`src/rtl/pmem_burst_ctrl_pkg.sv`:
```
// Shared cache package: line geometry, burst FSM state type and line-address helper.
package pmem_burst_ctrl_pkg;

  localparam int unsigned LINE_BYTES     = 32;
  localparam int unsigned WORD_BYTES     = 4;
  localparam int unsigned BEATS_PER_LINE = LINE_BYTES / WORD_BYTES;
  localparam int unsigned LINE_OFF_W     = $clog2(LINE_BYTES);

  typedef enum logic [1:0] {
    StIdle,
    StRdBurst,
    StWrBurst,
    StDone
  } burst_state_t;

  function automatic logic [31:0] line_base(input logic [31:0] addr);
    return {addr[31:LINE_OFF_W], {LINE_OFF_W{1'b0}}};
  endfunction

endpackage

```
`src/rtl/burst_watchdog.sv`:
```
// Per-beat stall watchdog: fires in the TIMEOUT_CYCLES-th consecutive stalled cycle.
// Only instantiated when BURST_TIMEOUT_EN is defined.
module burst_watchdog #(
  parameter int unsigned TIMEOUT_CYCLES = 64
) (
  input  logic clk,
  input  logic rst,
  input  logic active_i,
  input  logic ready_i,
  output logic expire_o
);

  localparam int unsigned CntW = $clog2(TIMEOUT_CYCLES + 1);

  logic [CntW-1:0] cnt_q;
  logic            stall;

  assign stall    = active_i && !ready_i;
  assign expire_o = stall && (cnt_q == CntW'(TIMEOUT_CYCLES - 1));

  always_ff @(posedge clk) begin
    if (rst || !stall || expire_o) begin
      cnt_q <= '0;
    end else begin
      cnt_q <= cnt_q + 1'b1;
    end
  end

endmodule

```
`src/rtl/pmem_burst_ctrl.sv`:
```
// Cache-line burst controller: splits a 256-bit line fill / write-back into word beats.
// Optional per-beat stall watchdog enabled by defining BURST_TIMEOUT_EN.
module pmem_burst_ctrl
  import pmem_burst_ctrl_pkg::*;
#(
  parameter int unsigned BEATS          = BEATS_PER_LINE,
  parameter int unsigned TIMEOUT_CYCLES = 64
) (
  input  logic        clk,
  input  logic        rst,
  input  logic        line_read,
  input  logic        line_write,
  input  logic [31:0] line_addr,
  input  logic [31:0] wr_beat,
  output logic        wr_beat_req,
  output logic [31:0] rd_beat,
  output logic        rd_beat_valid,
  output logic        line_resp,
  output logic        line_err,
  output logic [31:0] mem_addr,
  output logic        mem_rd,
  output logic        mem_wr,
  output logic [31:0] mem_wdata,
  input  logic [31:0] mem_rdata,
  input  logic        mem_ready
);

  localparam int unsigned    BeatW    = (BEATS > 1) ? $clog2(BEATS) : 1;
  localparam logic [BeatW-1:0] LastBeat = BeatW'(BEATS - 1);

  burst_state_t     state_q;
  logic [BeatW-1:0] beat_q;
  logic [31:0]      base_q;
  logic [31:0]      rd_beat_q;
  logic             rd_beat_valid_q;
  logic             in_burst;
  logic             timeout;

  assign in_burst = (state_q == StRdBurst) || (state_q == StWrBurst);

`ifdef BURST_TIMEOUT_EN
  burst_watchdog #(
    .TIMEOUT_CYCLES(TIMEOUT_CYCLES)
  ) u_watchdog (
    .clk      (clk),
    .rst      (rst),
    .active_i (in_burst),
    .ready_i  (mem_ready),
    .expire_o (timeout)
  );
`else
  assign timeout = 1'b0;
`endif

  always_ff @(posedge clk) begin
    if (rst) begin
      state_q         <= StIdle;
      beat_q          <= '0;
      base_q          <= '0;
      rd_beat_q       <= '0;
      rd_beat_valid_q <= 1'b0;
    end else begin
      rd_beat_valid_q <= 1'b0;
      unique case (state_q)
        StIdle: begin
          // Write-back wins so a dirty victim leaves before its refill arrives.
          if (line_write) begin
            state_q <= StWrBurst;
            base_q  <= line_base(line_addr);
            beat_q  <= '0;
          end else if (line_read) begin
            state_q <= StRdBurst;
            base_q  <= line_base(line_addr);
            beat_q  <= '0;
          end
        end
        StRdBurst: begin
          if (timeout) begin
            state_q <= StIdle;
            beat_q  <= '0;
          end else if (mem_ready) begin
            rd_beat_q       <= mem_rdata;
            rd_beat_valid_q <= 1'b1;
            if (beat_q == LastBeat) begin
              beat_q  <= '0;
              state_q <= StDone;
            end else begin
              beat_q <= beat_q + 1'b1;
            end
          end
        end
        StWrBurst: begin
          if (timeout) begin
            state_q <= StIdle;
            beat_q  <= '0;
          end else if (mem_ready) begin
            if (beat_q == LastBeat) begin
              beat_q  <= '0;
              state_q <= StDone;
            end else begin
              beat_q <= beat_q + 1'b1;
            end
          end
        end
        StDone:  state_q <= StIdle;
        default: state_q <= StIdle;
      endcase
    end
  end

  assign mem_rd        = (state_q == StRdBurst);
  assign mem_wr        = (state_q == StWrBurst);
  assign mem_addr      = in_burst ? (base_q + (32'(beat_q) * 32'(WORD_BYTES))) : '0;
  assign mem_wdata     = mem_wr ? wr_beat : '0;
  assign wr_beat_req   = mem_wr && mem_ready;
  assign rd_beat       = rd_beat_q;
  assign rd_beat_valid = rd_beat_valid_q;
  assign line_resp     = (state_q == StDone) || timeout;
  assign line_err      = timeout;

endmodule
```
`config.mk`:
```
export PLATFORM = sky130hd
export DESIGN_NAME = pmem_burst_ctrl
export DESIGN_NICKNAME = d
export VERILOG_FILES = /design/src/rtl/pmem_burst_ctrl_pkg.sv /design/src/rtl/burst_watchdog.sv /design/src/rtl/pmem_burst_ctrl.sv
export SDC_FILE = /design/constraint.sdc
export NUM_CORES = 1
export LEC_CHECK = 0
export ABC_AREA = 1
export BUFFER_PORTS_ARGS = -buffer_cell sky130_fd_sc_hd__buf_2
export CAP_MARGIN = 40
export CELL_PAD_IN_SITES_DETAIL_PLACEMENT = 0
export CELL_PAD_IN_SITES_GLOBAL_PLACEMENT = 1
export CORE_MARGIN = 2
export CORE_UTILIZATION = 29
export CTS_CLUSTER_DIAMETER = 30
export DETAILED_ROUTE_END_ITERATION = 7
export PLACE_DENSITY = 0.84
export SETUP_SLACK_MARGIN = 0.02
export SLEW_MARGIN = 30
export SYNTH_ARGS = -nofsm -noshare
export SYNTH_HDL_FRONTEND = slang
export SYNTH_SLANG_ARGS = --single-unit
```
`constraint.sdc`:
```
create_clock -name clk -period 3.06 [get_ports clk]
set_input_delay 0.153 -clock clk [delete_from_list [all_inputs] [get_ports clk]]
set_output_delay 0.153 -clock clk [all_outputs]
set_load 0.01 [all_outputs]
```
# --- After elaboration in Yosys (flattened, before gate mapping) ---
# Cells that the tools add are included.
word_totals:
  in_bits: 101
  reg_bits: 70
op_classes:
  n_eq_ne: 7
  reduce_logical: 11
  n_mux: 15
  bitwise: 1
  addsub: 2
op_table:
  columns: ["operator", "n"]
  rows:
  - ["two-way mux 32 bit", 4]
  - ["adder 32 x 5 -> 32 bit", 1]
  - ["two-way mux 3 bit", 4]
  - ["two-way mux 2 bit", 4]
  - ["case mux 2 bit (3 select lines)", 1]
  - ["case mux 3 bit (2 select lines)", 1]
  - ["AND reduction 3 bit", 2]
  - ["equality test 2 bit, second input constant", 2]
  - ["!= test 2 x 1 -> 1 bit, second input constant", 2]
  - ["AND reduction 2 bit", 2]
  - ["nonzero test 2 bit", 2]
  - ["OR reduction 2 bit", 2]
  - ["adder 3 x 1 -> 3 bit, second input constant", 1]
  - ["equality test 3 bit, second input constant", 1]
  - ["!= test 3 bit, second input constant", 1]
  - ["equality test 2 x 1 -> 1 bit, second input constant", 1]
  - ["logical NOT 2 bit", 1]
  - ["logical AND 1 bit", 1]
  - ["logical OR 1 bit", 1]
  - ["two-way mux 1 bit", 1]
  - ["inverter 1 bit", 1]

# --- Logic depth before layout (Yosys ltp) ---
depth:
  ltp_word: 4
  ltp_mapped: 9
  ltp_nobuf: 9

# --- Worst setup path after synthesis ---
# OpenSTA, ideal clock, no wires.
synth_path:
  kind: "flip-flop to flip-flop"
  startpoint: "register state_q[0]"
  endpoint: "register beat_q[2]"
  arrival_ps: 1306
  setup_time_ps: 113
  path_buffers: 1
  path_stages_with_launch: 8
  path_slack_ps: 1642
  t_required_ps: 2947
  path_cell_list: "dfxtp_1 inv_1 ha_1 buf_2 a21oi_2 nand2_1 nor2_1 nor2_1"
synth_via:
  elab_chain_cells: 4
  word_cells_on_any_way: 9
synth_rtl:
  columns: ["item", "line", "text"]
  rows:
  - ["start: declaration", "pmem_burst_ctrl.sv:31", "burst_state_t state_q;"]
  - ["start signal: assignment", "pmem_burst_ctrl.sv:57", "state_q <= StIdle;"]
  - ["start signal: assignment", "pmem_burst_ctrl.sv:68", "state_q <= StWrBurst;"]
  - ["start signal: assignment", "pmem_burst_ctrl.sv:72", "state_q <= StRdBurst;"]
  - ["equality test 2 x 1 -> 1 bit or equality test 2 bit (tied branches)", "pmem_burst_ctrl.sv:64", "unique case (state_q)"]
  - ["OR reduction 2 bit (no source line)", null, null]
  - ["!= test 2 x 1 -> 1 bit (no source line) or nonzero test 2 bit (tied branches)", null, null]
  - ["AND reduction 3 bit (no source line)", null, null]
  - ["end signal: assignment", "pmem_burst_ctrl.sv:88", "beat_q <= beat_q + 1'b1;"]
  - ["end signal: assignment", "pmem_burst_ctrl.sv:101", "beat_q <= beat_q + 1'b1;"]
  - ["end: declaration", "pmem_burst_ctrl.sv:32", "logic [BeatW-1:0] beat_q;"]
# Parallel ways exist; a longest one is shown, timed or not.
# A chain may end at the register's enable or synchronous reset.

# --- Worst setup path in the final report ---
layout_path:
  startpoint: "register state_q[1]"
  endpoint: "output mem_addr[31]"
layout_via:
  elab_chain_cells: 3
  word_cells_on_any_way: 4
layout_rtl:
  columns: ["item", "line", "text"]
  rows:
  - ["equality test 2 x 1 -> 1 bit or equality test 2 bit (tied branches)", "pmem_burst_ctrl.sv:39", "assign in_burst = (state_q == StRdBurst) || (state_q == StWrBurst);"]
  - ["logical OR 1 bit (*)", "pmem_burst_ctrl.sv:39", null]
  - ["two-way mux 32 bit (*)", "pmem_burst_ctrl.sv:113", "assign mem_addr = in_burst ? (base_q + (32'(beat_q) * 32'(WORD_BYTES))) : '0;"]
  - ["end: declaration", "pmem_burst_ctrl.sv:20", "output logic [31:0] mem_addr,"]
# Every way passes the cells marked *; elsewhere a longest branch is shown, timed or not.

==> metrics.yaml <==
outcome:
  status: "finished, final reports clean"
logic_synthesis:
  synth.top_cell.area_share: 0.4236
  yosysTopAreaCell: "dfxtp_1"
  synthesis.area_mm2: 0.003072
  seq_area_frac_synth: 0.4236
  yosysUniqueCellTypes: 21
  syn_area_per_cell_um2: 6.678
  synth_seq_cells: 65
  yosysWarnings: 0
  synth_cells: 460
  synth_area_leaders: "dfxtp_1, nor2_1, o21ai_0"
critical_path:
  startpoint_type: "flip-flop"
  r2r_end: "rd_beat[13]"
  worstRegToRegCells: 7
  path_max_fanout: 35
  path_class: "flip-flop to primary output"
  endpoint_kind: "primary output"
  r2r_setup_slack_ps: 1290
  arrival_ps: 1790
  required_ps: 2910
  r2r-start: "state_q[1]"
floorplan:
  start_util: 0.2975
  die_x_um: 106.9
  die_h_um: 106.9
  die_area_mm2: 0.01143
  rows: 37
  io_pins: 203
  core-area_mm2: 0.01032
layout:
  fillCellCount: 1112
  finalNetCount: 755
  stdcell_area_mm2: 0.004318
  drive_gt1_frac: 0.3523
  syn2layout_area_growth_pct: 40.57
  n_antenna_cell: 0
  post-route-util: 0.4183
  fin_cells: 786
clock_tree:
  cts_buffer_depth: 2
  cts_tree: "built"
  cts_buffers: 9
  cts_resized: 0
  cts_hold_buf: 1
  cts_sinks: 65
  cts_setup_buffers: 0
  cts_root_buf: "clkbuf_8"
  clk_latency_ps: 330
  h-tree-depth: 3
  clkTransAtPathRegs_ps: 80
global_routing:
  overflow: 0
  grt_max_degree: 36
  grt_pass1_wl_mm: 12.51
  grt_pass1_vias: 2870
  antenna_found_initial: 0
  grtUsageTotal: 0.1357
power:
  power_density_mw_per_mm2: 906.5
  max-vdd-ir-drop_mv: 0.4722
  leakage_nw: 2.752
  finalPower_mw: 3.914
timing:
  slew_violations: 0
  slew_headroom: 0.5317
  finalCriticalPeriod_ps: 1940
  timing.fmax_mhz: 515.4
  whs_ps: 65.47
  setup_viol_count_final: 0
  skew_ps: 15.60
  worstMarginPinSlew_ps: 698.2
  fin_ws_ps: 1120
  hold_viol: 0
  setup_tns_ps: 0
  rsz0062_at_grt: "false"
  fin_crit_sh: 0.6341
placement:
  dpl.hpwl_mm: 6.015
  dp.cells: 769
  gp_congestion: 0.7285
  placed_area_mm2: 0.004081
  portBuffers: 194
  place_ws_ps: 1249
routing:
  vias_per_cell: 4.126
  ant_nets: 0
  wl_per_cell_um: 10.23
  dr_total_vias: 3243
  dr.first_iter.drc_count: 111
  wl_mm: 8.044
  first_pass_iters: 4
  drc: 0
worst_hold_path:
  whs_path_depth: 3
  holdPathEnd: "base_q[29]"
  worst_hold_path_type: "input pin to flip-flop"
  hold_start: "line_addr[29]"
job:
  drv_cap: 0
[where the power goes]
group          total [mW]  switching [mW]  internal (mW)
Clock               0.815           0.333          0.482
Combinational        1.88            1.18          0.695
Sequential           1.22           0.137           1.08
[worst max-delay path: stages (launching register included)]
cell and delay (ps):
dfxtp_1 420, inv_1 110, ha_1 280, buf_4 330, nand2_1 110, inv_1 70
buf_2 130
[Yosys cell counts]
| library cell | count |
|---|---|
| buf_6 | 7 |
| dfxtp_1 | 65 |
| conb_1 | 1 |
| clkinv_1 | 1 |
| nand2_1 | 78 |
| inv_1 | 75 |
| ha_1 | 9 |
| o21ai_4 | 1 |
| nor2_2 | 10 |
| buf_2 | 6 |
| inv_4 | 1 |
| a21oi_2 | 1 |
| nand3_1 | 4 |
| buf_4 | 3 |
| nor2_1 | 122 |
| clkbuf_1 | 11 |
| a21oi_1 | 3 |
| nand3_2 | 1 |
| o21ai_0 | 59 |
| a21o_1 | 1 |
| inv_2 | 1 |
[state kept, by name, indices dropped and copies added (netlist names)]
| name | flops |
|---|---|
| beat_q | 3 |
| state_q | 2 |
| rd_beat_valid | 1 |
| rd_beat | 32 |
| base_q | 27 |
[routing by layer]
metal / vias up / GRT usage / wire (µm)
met5: - / 0 / 0
met4: 0 / 0.04545 / 110
met3: 8 / 0.04377 / 611
met2: 119 / 0.2443 / 3917
met1: 1394 / 0.1500 / 3404
li1: 1722 / - / -
[cell families (layout without fill, tap and decap cells)]
kind of cell	after synthesis	after routing	synth area share
other cells	1	3	0.001221
buf+inv	105	293	0.1523
fa+ha+maj	9	9	0.03666
flops	65	65	0.4236
compound gates	65	65	0.1116
simple gates	215	215	0.2745
[placed cells by master (no fill, tap or decap), drive strengths merged]
| cell | instances |
|---|---|
| dlygate4sd3 | 1 |
| inv | 78 |
| a21oi | 4 |
| clkinv | 2 |
| o21ai | 60 |
| nand2 | 78 |
| ha | 9 |
| clkinvlp | 2 |
| dfxtp | 65 |
| clkbuf | 10 |
| a21o | 1 |
| nand3 | 5 |
| buf | 198 |
| conb | 3 |
| bufinv | 2 |
| nor2 | 132 |
[final cells by class]
type / count / area, µm² / area share
Clock buffer: 10 / 137.6 / 0.03187
Clock inverter: 6 / 88.84 / 0.02057
Multi-Input combinational cell: 292 / 1310 / 0.3034
Sequential cell: 65 / 1301 / 0.3014
Timing Repair Buffer: 199 / 1015 / 0.2350
Inverter: 78 / 295.3 / 0.06839
Tap cell: 136 / 170.2 / 0.03941
[worst max path at each step]
stage,slack (ps),cells after the start,endpoint,from
2_1_floorplan,1640,7,beat_q[2],state_q[0]
3_3_place_gp,1270,5,mem_wdata[5],state_q[0]
5_1_grt,980,6,mem_addr[31],state_q[0]
6_report,1120,6,mem_addr[31],state_q[1]
4_1_cts,1070,6,mem_addr[31],state_q[1]
3_5_place_dp,1250,7,rd_beat[13],state_q[1]
(Power assumes the default switching activity.)
